$ cat src/rtl/w_schedule_ctrl.sv
`default_nettype none
// ============================================================================
// Module   : w_schedule_ctrl
// Brief    : SHA-256 message-schedule sequencer; expands a 512-bit block in a
//            16-word sliding window and streams W[0..W_LENGTH-1] with
//            valid/ready backpressure. Optional w_vector output: W_VECTOR_OUT_EN.
// Revision : 1.0
// ============================================================================
module w_schedule_ctrl #(
    parameter int W_LENGTH = 64,
    parameter int IDX_W    = $clog2(W_LENGTH)
) (
    input  logic                  clock,
    input  logic                  reset,
    input  logic                  abort,
    input  logic                  msg_valid,
    output logic                  msg_ready,
    input  logic [511:0]          msg_block,
    output logic                  w_valid,
    input  logic                  w_ready,
    output logic [31:0]           w_word,
    output logic [IDX_W-1:0]      w_index,
    output logic                  w_last,
    output logic                  block_done
`ifdef W_VECTOR_OUT_EN
    ,
    output logic [32*W_LENGTH-1:0] w_vector
`endif
);

    localparam logic [1:0]       S_IDLE   = 2'd0;
    localparam logic [1:0]       S_STREAM = 2'd1;
    localparam logic [1:0]       S_DONE   = 2'd2;
    localparam logic [IDX_W-1:0] C_LAST_T = IDX_W'(W_LENGTH - 1);

    logic [1:0]       r_state;
    logic [1:0]       w_next_state;
    logic [31:0]      r_win [16];
    logic [IDX_W-1:0] r_t;
    logic             w_accept;
    logic             w_hs;
    logic [31:0]      w_sigma0;
    logic [31:0]      w_sigma1;
    logic [31:0]      w_new_word;

    assign w_accept = msg_valid && msg_ready;
    assign w_hs     = w_valid && w_ready;

    assign w_sigma0 = {r_win[1][6:0],   r_win[1][31:7]}
                    ^ {r_win[1][17:0],  r_win[1][31:18]}
                    ^ (r_win[1] >> 3);
    assign w_sigma1 = {r_win[14][16:0], r_win[14][31:17]}
                    ^ {r_win[14][18:0], r_win[14][31:19]}
                    ^ (r_win[14] >> 10);
    assign w_new_word = w_sigma1 + r_win[9] + w_sigma0 + r_win[0];

    // State register: reset beats abort, abort beats any handshake
    always_ff @(posedge clock) begin
        if (reset) begin
            r_state <= S_IDLE;
        end else if (abort) begin
            r_state <= S_IDLE;
        end else begin
            r_state <= w_next_state;
        end
    end

    always_comb begin
        w_next_state = r_state;
        case (r_state)
            S_IDLE:   if (w_accept) w_next_state = S_STREAM;
            S_STREAM: if (w_ready && (r_t == C_LAST_T)) w_next_state = S_DONE;
            S_DONE:   w_next_state = S_IDLE;
            default:  w_next_state = S_IDLE;
        endcase
    end

    // Outputs are zero outside STREAM so a flushed or reset block leaves no residue
    always_comb begin
        msg_ready  = 1'b0;
        w_valid    = 1'b0;
        w_word     = 32'd0;
        w_index    = '0;
        w_last     = 1'b0;
        block_done = 1'b0;
        case (r_state)
            S_IDLE: begin
                msg_ready = !abort && !reset;
            end
            S_STREAM: begin
                w_valid = 1'b1;
                w_word  = r_win[0];
                w_index = r_t;
                w_last  = (r_t == C_LAST_T);
            end
            S_DONE: begin
                block_done = 1'b1;
            end
            default: begin
                msg_ready = 1'b0;
            end
        endcase
    end

    always_ff @(posedge clock) begin
        if (reset) begin
            for (int i = 0; i < 16; i++) r_win[i] <= 32'd0;
            r_t <= '0;
        end else if (abort) begin
            r_t <= '0;
        end else if (w_accept) begin
            for (int i = 0; i < 16; i++) r_win[i] <= msg_block[32*i +: 32];
            r_t <= '0;
        end else if (w_hs) begin
            for (int i = 0; i < 15; i++) r_win[i] <= r_win[i+1];
            r_win[15] <= w_new_word;
            r_t       <= r_t + 1'b1;
        end
    end

`ifdef W_VECTOR_OUT_EN
    logic [32*W_LENGTH-1:0] r_vector;

    always_ff @(posedge clock) begin
        if (reset) begin
            r_vector <= '0;
        end else if (abort) begin
            r_vector <= r_vector;
        end else if (w_accept) begin
            r_vector <= '0;
        end else if (w_hs) begin
            r_vector[32*r_t +: 32] <= r_win[0];
        end
    end

    assign w_vector = r_vector;
`endif

endmodule
`default_nettype wire

$ cat config.mk
export PLATFORM = sky130hd
export DESIGN_NAME = w_schedule_ctrl
export DESIGN_NICKNAME = d
export VERILOG_FILES = /design/src/rtl/w_schedule_ctrl.sv
export SDC_FILE = /design/constraint.sdc
export NUM_CORES = 1
export LEC_CHECK = 0
export CAP_MARGIN = 15
export CORE_MARGIN = 2
export CORE_UTILIZATION = 47
export DETAILED_ROUTE_END_ITERATION = 8
export PLACE_DENSITY = 0.81
export SKIP_CTS_REPAIR_TIMING = 1
export SYNTH_ARGS = -nofsm -noshare
export SYNTH_HDL_FRONTEND = slang
export SYNTH_SLANG_ARGS = --single-unit
export TNS_END_PERCENT = 1
$ cat constraint.sdc
create_clock -name clock -period 9.3 [get_ports clock]
set_input_delay 0.93 -clock clock [delete_from_list [all_inputs] [get_ports clock]]
set_output_delay 0.93 -clock clock [all_outputs]
set_load 0.005 [all_outputs]
==> impl_metrics.env, run 1 <==
export IMPL_synth_top_cell_area_share_pct=60.4
export IMPL_worst_path_most_repeated_cell="xnor2_1"
export IMPL_finClkSkew_ns=0.0273
export IMPL_end_kind="flop"
export IMPL_ys_ff_latch=520
export IMPL_leakagePower_nw=12.7
export IMPL_grt_usage_pct=29.0
export IMPL_fmax_mhz=227
export IMPL_top_level_ports=559
export IMPL_syn_area_mm2=0.0255
export IMPL_grt_pass1_vias=18100
export IMPL_path_buf_inv=2
export IMPL_synth_most_common_cell="edfxtp_1"
export IMPL_ys_flop_type="edfxtp_1"
export IMPL_ys_seq_area_share_pct=61.0
export IMPL_layout_drive_gt1_share_pct=4.14
export IMPL_min_path_type="flop to flop"
export IMPL_power_density_mw_per_mm2=220
export IMPL_path_cells="xnor2_1 > xnor2_1 > fa_1 > inv_1 > fa_1 > inv_1 > ha_1 > a21o_1 > o31ai_2 > nand3_1 > a211oi_1 > o21ai_1 > xnor2_1 > o21ai_0"
export IMPL_timing_slew_headroom_pct=11.6
export IMPL_clockBufferDepth=3
export IMPL_setup_tns_ns=0
export IMPL_vias_per_cell=5.89
export IMPL_overflow=0
export IMPL_worstSkewPairLatency_ns=0.61
export IMPL_hold_violations=0
export IMPL_async_flop_share_pct=0
export IMPL_pre_cts_ws_ns=4.88
export IMPL_dp_cells=2988
export IMPL_vias=18200
export IMPL_drtIter0Drc=1729
export IMPL_cp_required_ns=9.65
export IMPL_die_area_mm2=0.0561
export IMPL_avgSynthCellArea_um2=13.8
export IMPL_crit_type="flop to flop"
export IMPL_placed_cell_area_mm2=0.0315
export IMPL_synthTopCellsByCount="512 x edfxtp_1, 456 x a22o_1, 151 x inv_1, 121 x xnor2_1, 91 x nand2_1"
export IMPL_io_buffers=558
export IMPL_grt_pass1_wl_um=119000
export IMPL_drt_pre_antenna_iters=5
export IMPL_rows=85
export IMPL_setup_viol=0
export IMPL_core_area_mm2=0.0537
export IMPL_ys_warn_count=0
export IMPL_cts_tree="yes"
export IMPL_arrival_ns=4.76
export IMPL_routedWlPerCell_um=26.9
export IMPL_slowest_delay_ns=0.54
export IMPL_fin_crit_sh_pct=47.4
export IMPL_critical_path_slowest_cell="fa_1"
export IMPL_h_tree_depth=2
export IMPL_syn_nets=2461
export IMPL_cts_buffers=55
export IMPL_area_sequential_mm2=0.0155
export IMPL_min_period_ns=4.41
export IMPL_crit_family="adder cells"
export IMPL_nNetsFinal=2960
export IMPL_ir_drop_mv=0.152
export IMPL_antenna_found_initial=13
export IMPL_initial_core_util_pct=47.4
export IMPL_yosysTopAreaCell="edfxtp_1"
export IMPL_num_fill_cells=3907
export IMPL_drv_slew=0
export IMPL_postRouteWirelength_um=83100
export IMPL_drcViolationCount=0
export IMPL_die_h_um=237
export IMPL_gp_congestion=0.978
export IMPL_rsz0062_at_grt="no"
export IMPL_maxCapViolCount=0
export IMPL_syn_inst=1850
export IMPL_netlist_top_cells_area="edfxtp_1 60%, a22o_1 16%, fa_1 4.9%, xnor2_1 4.2%, inv_1 2.2%"
export IMPL_multiInputGateArea_mm2=0.00884
export IMPL_dpl_hpwl_um=61700
export IMPL_grt_max_degree=217
export IMPL_timing_final_ws_setup_ns=4.89
export IMPL_path_max_fanout=5
export IMPL_syn_to_final_growth_pct=30.6
export IMPL_root_buffer="clkbuf_16"
export IMPL_status="completed"
export IMPL_critPathLaunchType="flop"
export IMPL_worst_pin_slew_ns=1.33
export IMPL_cts_sinks=520
export IMPL_fin_area_mm2=0.0333
export IMPL_die_w_um=237
export IMPL_path_clk_slew_ns=0.07
export IMPL_synth_edf_count=512
export IMPL_final_cells=3090
export IMPL_drt_antenna_violating_nets=0
export IMPL_synth_cell_types=46
==> worst reg2reg max path: cells and delay by family (launching register included) <==
kind / cells / cell delay, ns
buf+inv: 2 / 0.10
fa+ha+maj: 3 / 1.36
flops: 1 / 0.52
xor+xnor: 3 / 0.58
compound gates: 5 / 1.33
simple gates: 1 / 0.27
==> kinds of logic (layout without fill, tap and decap cells) <==
logic type / Yosys count / in the layout / share of synthesized area (%)
XOR/XNOR: 150 / 150 / 5.16
AND/OR/NAND/NOR: 206 / 206 / 3.92
other: 0 / 4 / 0
adder cells (fa/ha/maj): 94 / 94 / 6.44
flip-flops: 520 / 520 / 61.0
buffers and inverters: 281 / 821 / 4.49
AO/OA/AOI/OAI: 599 / 599 / 19.0
==> state kept, by name (all words and copies together) (netlist names) <==
name and count:
r_win 512, r_t 6, r_state 2
==> layout by cell type, fill, tap and decap left out, types with 5 or more instances in the layout <==
cell type        instances
clkdlybuf4s50_1        558
edfxtp_1               512
a22o_1                 456
inv_1                  151
xnor2_1                121
nand2_1                 88
fa_1                    62
o21ai_0                 61
clkbuf_16               57
and2_1                  38
a21oi_1                 32
ha_1                    32
xor2_1                  29
nor2_1                  19
nand3_1                 19
clkbuf_1                16
buf_4                   11
clkinv_1                10
o21ai_1                  9
a31oi_1                  8
dfxtp_1                  8
nand4_1                  7
a21o_1                   6
nand2b_1                 6
nor2b_1                  5
clkinv_2                 5
==> through the flow <==
| stage | util (%) | hold slack [ns] | power [mW] |
|---|---|---|---|
| floorplan | - | 0.462 | 4.35 |
| global placement | 58.7 | 0.485 | 5.09 |
| detailed placement | 58.7 | 0.506 | 5.13 |
| CTS | 61.9 | 0.515 | 7.28 |
| global route | 61.9 | 0.524 | 7.63 |
| finish | 61.9 | 0.515 | 7.31 |
==> where the power goes <==
group          switching (mW)  internal, mW
clock                   0.919          1.23
sequential              0.112          2.78
combinational            1.34         0.932
==> path summary, 6_finish.rpt <==
check | slack (ns) | from | end | depth (start not counted)
worst max-delay path | 4.89 | r_win[0][472]$_DFFE_PP_ | r_win[0][505]$_DFFE_PP_ | 14
worst max register to register | 4.89 | r_win[0][472]$_DFFE_PP_ | r_win[0][505]$_DFFE_PP_ | 14
worst min register to register | 0.52 | r_t[1]$_SDFFE_PP0P_ | r_t[1]$_SDFFE_PP0P_ | 2
worst min-delay path | 0.52 | r_t[1]$_SDFFE_PP0P_ | r_t[1]$_SDFFE_PP0P_ | 2
==> layer usage <==
| metal | vias up | GRT usage, % | part of all wire, % |
|---|---|---|---|
| met2 | 990 | 46.1 | 47 |
| met4 | 6 | 8.94 | 3.0 |
| met1 | 9015 | 39.9 | 41 |
| met3 | 141 | 6.52 | 9.4 |
| met5 | - | 0 | 0.039 |
| li1 | 8039 | - | - |
==> layout make-up <==
| cell class | instances | area share (%) |
|---|---|---|
| Multi-Input combinational cell | 1049 | 26.6 |
| Tap cell | 696 | 2.62 |
| Clock inverter | 25 | 0.700 |
| Sequential cell | 520 | 46.7 |
| Clock buffer | 73 | 4.47 |
| Inverter | 151 | 1.70 |
| Antenna cell | 4 | 0.0301 |
| Timing Repair Buffer | 572 | 17.2 |
Note: power is estimated with default switching activity, not from simulation.
==> run 2, diff against run 1 <==
==> constraint.sdc (replaced) <==
create_clock -name clock -period 4.29 [get_ports clock]
set_input_delay 0.429 -clock clock [delete_from_list [all_inputs] [get_ports clock]]
set_output_delay 0.429 -clock clock [all_outputs]
set_load 0.005 [all_outputs]
==> run 2 against run 1 <==
Net effect:
- worst hold slack got worse by 0.036 ns
- register-to-register slack got worse by 4.8 ns
- non-clock buffer count rose by 69
- critical path depth rose by 1
- global-route usage rose by 0.84 points
- utilization rose by 1.9 points
- final cell count rose by 2.7%
- first-iteration DRC count fell by 5.8%
- flip-flop and latch count did not move
- sequential share of layout area fell by 1.4 points
- maximum frequency rose by 5.7%
- critical endpoint is now r_win[0][504]$_DFFE_PP_
==> impl_metrics.env, run 2 (synthesis gave the netlist of run 1 again) <==
export IMPL_mostFrequentLayoutCells="558 x clkdlybuf4s50_1, 512 x edfxtp_1, 456 x a22o_1"
export IMPL_power_density_mw_per_mm2=484
export IMPL_cp_required_ns=4.63
export IMPL_fin_area_mm2=0.0343
export IMPL_arrival_ns=4.51
export IMPL_io_buffers=558
export IMPL_multiInputGateArea_mm2=0.00908
export IMPL_grt_usage_pct=29.8
export IMPL_postRouteWirelength_um=85600
export IMPL_timing_final_ws_setup_ns=0.118
export IMPL_nNetsFinal=3029
export IMPL_drv_slew=0
export IMPL_grt_pass1_vias=18300
export IMPL_ir_drop_mv=0.348
export IMPL_cts_buffers=55
export IMPL_drtIter0Drc=1629
export IMPL_grt_max_degree=108
export IMPL_status="completed"
export IMPL_die_w_um=237
export IMPL_layout_drive_gt1_share_pct=8.60
export IMPL_routedWlPerCell_um=27.0
export IMPL_drcViolationCount=0
export IMPL_fin_crit_sh_pct=97.2
export IMPL_min_period_ns=4.17
export IMPL_h_tree_depth=2
export IMPL_area_sequential_mm2=0.0155
export IMPL_vias=18400
export IMPL_syn_to_final_growth_pct=34.7
export IMPL_cts_sinks=520
export IMPL_overflow=0
export IMPL_crit_type="flop to flop"
export IMPL_root_buffer="clkbuf_16"
export IMPL_setup_viol=0
export IMPL_largest_register="r_win"
export IMPL_worst_pin_slew_ns=0.965
export IMPL_leakagePower_nw=13.2
export IMPL_dpl_hpwl_um=65100
export IMPL_vias_per_cell=5.81
export IMPL_initial_core_util_pct=47.4
export IMPL_clockBufferDepth=3
export IMPL_hold_violations=0
export IMPL_finClkSkew_ns=0.0142
export IMPL_cts_tree="yes"
export IMPL_grt_pass1_wl_um=122000
export IMPL_path_clk_slew_ns=0.06
export IMPL_fmax_mhz=240
export IMPL_timing_slew_headroom_pct=35.5
export IMPL_setup_tns_ns=0
export IMPL_rsz0062_at_grt="yes"
export IMPL_die_area_mm2=0.0561
export IMPL_critPathLaunchType="flop"
export IMPL_worstSkewPairLatency_ns=0.61
export IMPL_top_level_ports=559
export IMPL_die_h_um=237
export IMPL_final_common_cell="clkdlybuf4s50_1"
export IMPL_fin_util_pct=63.9
export IMPL_path_max_fanout=6
export IMPL_num_fill_cells=3975
export IMPL_antenna_found_initial=16
export IMPL_core_area_mm2=0.0537
export IMPL_rows=85
export IMPL_largest_reg_flops=512
export IMPL_pre_cts_ws_ns=-0.0298
export IMPL_gp_congestion=0.945
export IMPL_reg_largest_list="r_win (512), r_t (6), r_state (2)"
export IMPL_min_path_type="input port to flop"
export IMPL_placed_cell_area_mm2=0.0321
export IMPL_drt_pre_antenna_iters=5
export IMPL_maxCapViolCount=0
export IMPL_drt_antenna_violating_nets=0
export IMPL_whs_ns=0.479
export IMPL_end_kind="flop"
==> run 2: cell count changes in the layout (fill, tap and decap cells not counted), moves of 4 or more <==
| cell | previous run | this run |
|---|---|---|
| ha_2 | 0 | 6 |
| clkinv_1 | 10 | 6 |
| ha_1 | 32 | 26 |
| diode_2 | 4 | 12 |
| a21oi_2 | 0 | 5 |
| buf_4 | 11 | 68 |
| a21oi_1 | 32 | 27 |
| xnor2_2 | 0 | 10 |
| buf_12 | 3 | 15 |
| a31oi_1 | 8 | 4 |
| xnor2_1 | 121 | 111 |
==> run 2: per-layer routing <==
layer | global-route usage, % | up-vias | part of all wire [%]
met1 | 39.5 | 9047 | 40
met4 | 9.61 | 6 | 3.3
met2 | 48.0 | 983 | 47
met5 | 0 | - | 0.041
li1 | - | 8206 | -
met3 | 8.07 | 176 | 9.9
==> run 2: worst paths after layout <==
path	from	to	slack (ns)	cells after the start
worst max-delay path	r_win[0][52]$_SDFFCE_PN0P_	r_win[0][504]$_DFFE_PP_	0.12	15
worst min register to register	r_t[1]$_SDFFE_PP0P_	r_t[1]$_SDFFE_PP0P_	0.50	2
worst min-delay path	msg_block[274]	r_win[0][274]$_DFFE_PP_	0.48	3
worst max register to register	r_win[0][52]$_SDFFCE_PN0P_	r_win[0][504]$_DFFE_PP_	0.12	15
==> run 2: worst max-delay path, stage by stage (launching register included) <==
cell	delay, ns
edfxtp_1	0.55
xnor2_1	0.21
xnor2_1	0.39
fa_1	0.49
inv_1	0.08
fa_1	0.41
inv_1	0.07
ha_1	0.29
buf_4	0.18
a21oi_1	0.27
o211ai_1	0.15
nand4_1	0.13
a31oi_1	0.12
o22ai_2	0.19
xor2_1	0.26
o21ai_0	0.11
==> run 2: area by class of cell <==
class                   instances  share of cell area (%)
flip-flops and latches        520                    45.3
diodes                         12                  0.0876
clock buffers                  73                    4.27
repair buffers                641                    18.6
multi-input cells            1049                    26.5
clock inverters                30                    1.03
well taps                     696                    2.54
inverters                     151                    1.65
==> run 2: stage by stage <==
| step | cells | power, mW |
|---|---|---|
| 2_1_floorplan | 1850 | 9.39 |
| 3_3_place_gp | 3046 | 11.3 |
| 3_5_place_dp | 3046 | 11.4 |
| 4_1_cts | 3149 | 16.3 |
| 5_1_grt | 3166 | 17.3 |
| 6_report | 3172 | 16.6 |
==> run 2: where the power goes <==
part | total, mW | switching [mW] | internal [mW]
sequential | 6.24 | 0.228 | 6.02
combinational | 5.52 | 3.19 | 2.33
clock | 4.85 | 2.02 | 2.83
total | 16.6 | 5.44 | 11.2
==> run 3, diff against run 2 <==
--- a/config.mk
+++ b/config.mk
@@ -7,9 +7,10 @@
 export LEC_CHECK = 0
 export CAP_MARGIN = 15
 export CORE_MARGIN = 2
-export CORE_UTILIZATION = 47
+export CORE_UTILIZATION = 46
 export DETAILED_ROUTE_END_ITERATION = 8
-export PLACE_DENSITY = 0.81
+export HOLD_SLACK_MARGIN = 0.02
+export PLACE_DENSITY = 0.83
 export SKIP_CTS_REPAIR_TIMING = 1
 export SYNTH_ARGS = -nofsm -noshare
 export SYNTH_HDL_FRONTEND = slang
==> constraint.sdc (replaced) <==
create_clock -name clock -period 3.7 [get_ports clock]
set_input_delay 0.37 -clock clock [delete_from_list [all_inputs] [get_ports clock]]
set_output_delay 0.37 -clock clock [all_outputs]
set_load 0.005 [all_outputs]
==> run 3 against run 2 <==
Net effect:
- the flow now finishes with violations (setup timing)
- sequential power rose by 15%
- routed wire length increased by 2.5%
- design area grew 5.2%
- register-to-register slack worse by 0.68 ns
- clock power increased by 15%
- die area grew 2.1%
- combinational power is 57% higher
- power rose by 29%
- first-iteration DRC count is 0.55% lower
- maximum frequency is 2.1% lower
- clock skew is 0.011 ns higher
- critical path type unchanged
- highest routed layer unchanged
==> impl_metrics.env, run 3 (synthesis gave the netlist of run 1 again) <==
export IMPL_status="finished with violations"
export IMPL_failed_checks="setup timing"
export IMPL_die_h_um=239
export IMPL_critPathLaunch="r_win[0][41]$_SDFFCE_PN0P_"
export IMPL_hold_depth=3
export IMPL_vias=19200
export IMPL_timing_slew_headroom_pct=57.2
export IMPL_vias_per_cell=5.73
export IMPL_drcViolationCount=0
export IMPL_leakagePower_nw=14.2
export IMPL_postRouteWirelength_um=87800
export IMPL_holdPathEnd="r_win[0][280]$_DFFE_PP_"
export IMPL_rsz0062_at_grt="yes"
export IMPL_antenna_found_initial=13
export IMPL_crit_type="flop to flop"
export IMPL_io_buffers=558
export IMPL_reg2reg_depth=18
export IMPL_syn_to_final_growth_pct=41.7
export IMPL_setup_viol=25
export IMPL_setup_tns_ns=-9.06
export IMPL_largest_register="r_win"
export IMPL_clockBufferDepth=3
export IMPL_die_w_um=239
export IMPL_dp_cells=3219
export IMPL_cp_required_ns=4.04
export IMPL_maxCapViolCount=0
export IMPL_hold_violations=0
export IMPL_worst_pin_slew_ns=0.641
export IMPL_nNetsFinal=3200
export IMPL_path_clk_slew_ns=0.06
export IMPL_root_buffer="clkbuf_16"
export IMPL_cts_sinks=520
export IMPL_finClkSkew_ns=0.0256
export IMPL_fmax_mhz=235
export IMPL_cts_buffers=54
export IMPL_power_density_mw_per_mm2=593
export IMPL_num_fill_cells=3950
export IMPL_critPathLaunchType="flop"
export IMPL_overflow=0
export IMPL_fin_crit_sh_pct=115
export IMPL_worstHoldStart="msg_block[280]"
export IMPL_rrSetupSlack_ns=-0.56
export IMPL_arrival_ns=4.60
export IMPL_routedWlPerCell_um=26.2
export IMPL_die_area_mm2=0.0573
export IMPL_drt_pre_antenna_iters=5
export IMPL_worstReg2RegStart="r_win[0][41]$_SDFFCE_PN0P_"
export IMPL_mostFrequentLayoutCells="558 x clkdlybuf4s50_1, 512 x edfxtp_1, 456 x a22o_1"
export IMPL_core_area_mm2=0.0549
export IMPL_rows=86
export IMPL_h_tree_depth=2
export IMPL_largest_reg_flops=512
export IMPL_worstSkewPairLatency_ns=0.62
export IMPL_ir_drop_mv=0.415
export IMPL_cts_tree="yes"
export IMPL_final_common_cell="clkdlybuf4s50_1"
export IMPL_final_cells=3345
export IMPL_fin_util_pct=65.8
export IMPL_end_kind="flop"
export IMPL_gp_congestion=0.921
export IMPL_min_period_ns=4.26
export IMPL_grt_pass1_wl_um=123000
export IMPL_pre_cts_ws_ns=-0.645
export IMPL_layout_drive_gt1_share_pct=16.4
export IMPL_grt_max_degree=93
export IMPL_min_path_type="input port to flop"
export IMPL_timing_final_ws_setup_ns=-0.560
export IMPL_grt_pass1_vias=19000
export IMPL_drtIter0Drc=1620
export IMPL_dpl_hpwl_um=66900
export IMPL_top_level_ports=559
export IMPL_reg_largest_list="r_win (512), r_t (6), r_state (2)"
export IMPL_path_max_fanout=3
export IMPL_initial_core_util_pct=46.4
export IMPL_grt_usage_pct=29.6
export IMPL_drt_antenna_violating_nets=0
export IMPL_r2r_end="r_win[0][510]$_DFFE_PP_"
export IMPL_drv_slew=0
==> run 3: changes by cell type in the layout (fill, tap and decap cells not counted), sizes merged <==
cell / before / now
diode: 12 / 6
clkinvlp: 5 / 2
bufinv: 7 / 4
buf: 83 / 255
clkbuf: 73 / 74
clkinv: 15 / 17
inv: 154 / 156
==> run 3: worst max path at each step <==
stage	end	slack [ns]	depth (start not counted)
floorplan	r_win[0][320]$_DFFE_PP_	-0.43	8
global placement	r_win[0][507]$_DFFE_PP_	-0.59	18
detailed placement	r_win[0][507]$_DFFE_PP_	-0.64	18
CTS	r_win[0][507]$_DFFE_PP_	-0.69	18
global route	r_win[0][507]$_DFFE_PP_	-0.71	17
finish	r_win[0][510]$_DFFE_PP_	-0.56	18
==> run 3: final cells by class <==
cell class | instances | area (um2) | share of cell area (%)
flip-flops and latches | 520 | 15500 | 43.0
clock inverters | 28 | 264 | 0.731
diodes | 6 | 15.0 | 0.0416
well taps | 704 | 881 | 2.44
clock buffers | 74 | 1540 | 4.27
multi-input cells | 1049 | 9470 | 26.2
repair buffers | 813 | 7820 | 21.7
inverters | 151 | 567 | 1.57
==> run 3: power breakdown <==
group          internal [mW]  switching [mW]
Combinational           4.18            4.47
Clock                   3.21            2.35
Sequential              6.97           0.232
Total                   14.4            7.06
==> run 3: routing by layer <==
metal	vias up	wire [um]	global-route usage (%)
met5	-	56	0
met4	10	2960	9.85
met3	156	8730	7.43
met2	1070	41500	48.4
met1	9412	34500	38.7
li1	8533	-	-
==> run 3: worst max-delay path, cell delays in order, from the launching register on <==
cell	delay, ns
edfxtp_1	0.49
buf_6	0.18
buf_6	0.11
xnor2_2	0.13
xnor2_2	0.16
buf_4	0.15
fa_1	0.48
inv_1	0.05
fa_1	0.48
inv_1	0.06
ha_4	0.22
a21oi_2	0.14
o21ai_1	0.10
or3_1	0.34
o221ai_2	0.17
a21oi_2	0.08
a211o_1	0.31
xnor2_2	0.25
o21ai_1	0.08
==> run 3: stage by stage <==
| step | power [mW] | hold slack [ns] | area (um2) |
|---|---|---|---|
| 6_report | 21.4 | 0.424 | 36100 |
| 5_1_grt | 22.3 | 0.421 | 36100 |
| 4_1_cts | 20.1 | 0.402 | 35300 |
| 3_5_place_dp | 14.5 | 0.512 | 33500 |
| 3_3_place_gp | 14.4 | 0.474 | 33500 |
| 2_1_floorplan | 10.9 | 0.462 | 25500 |
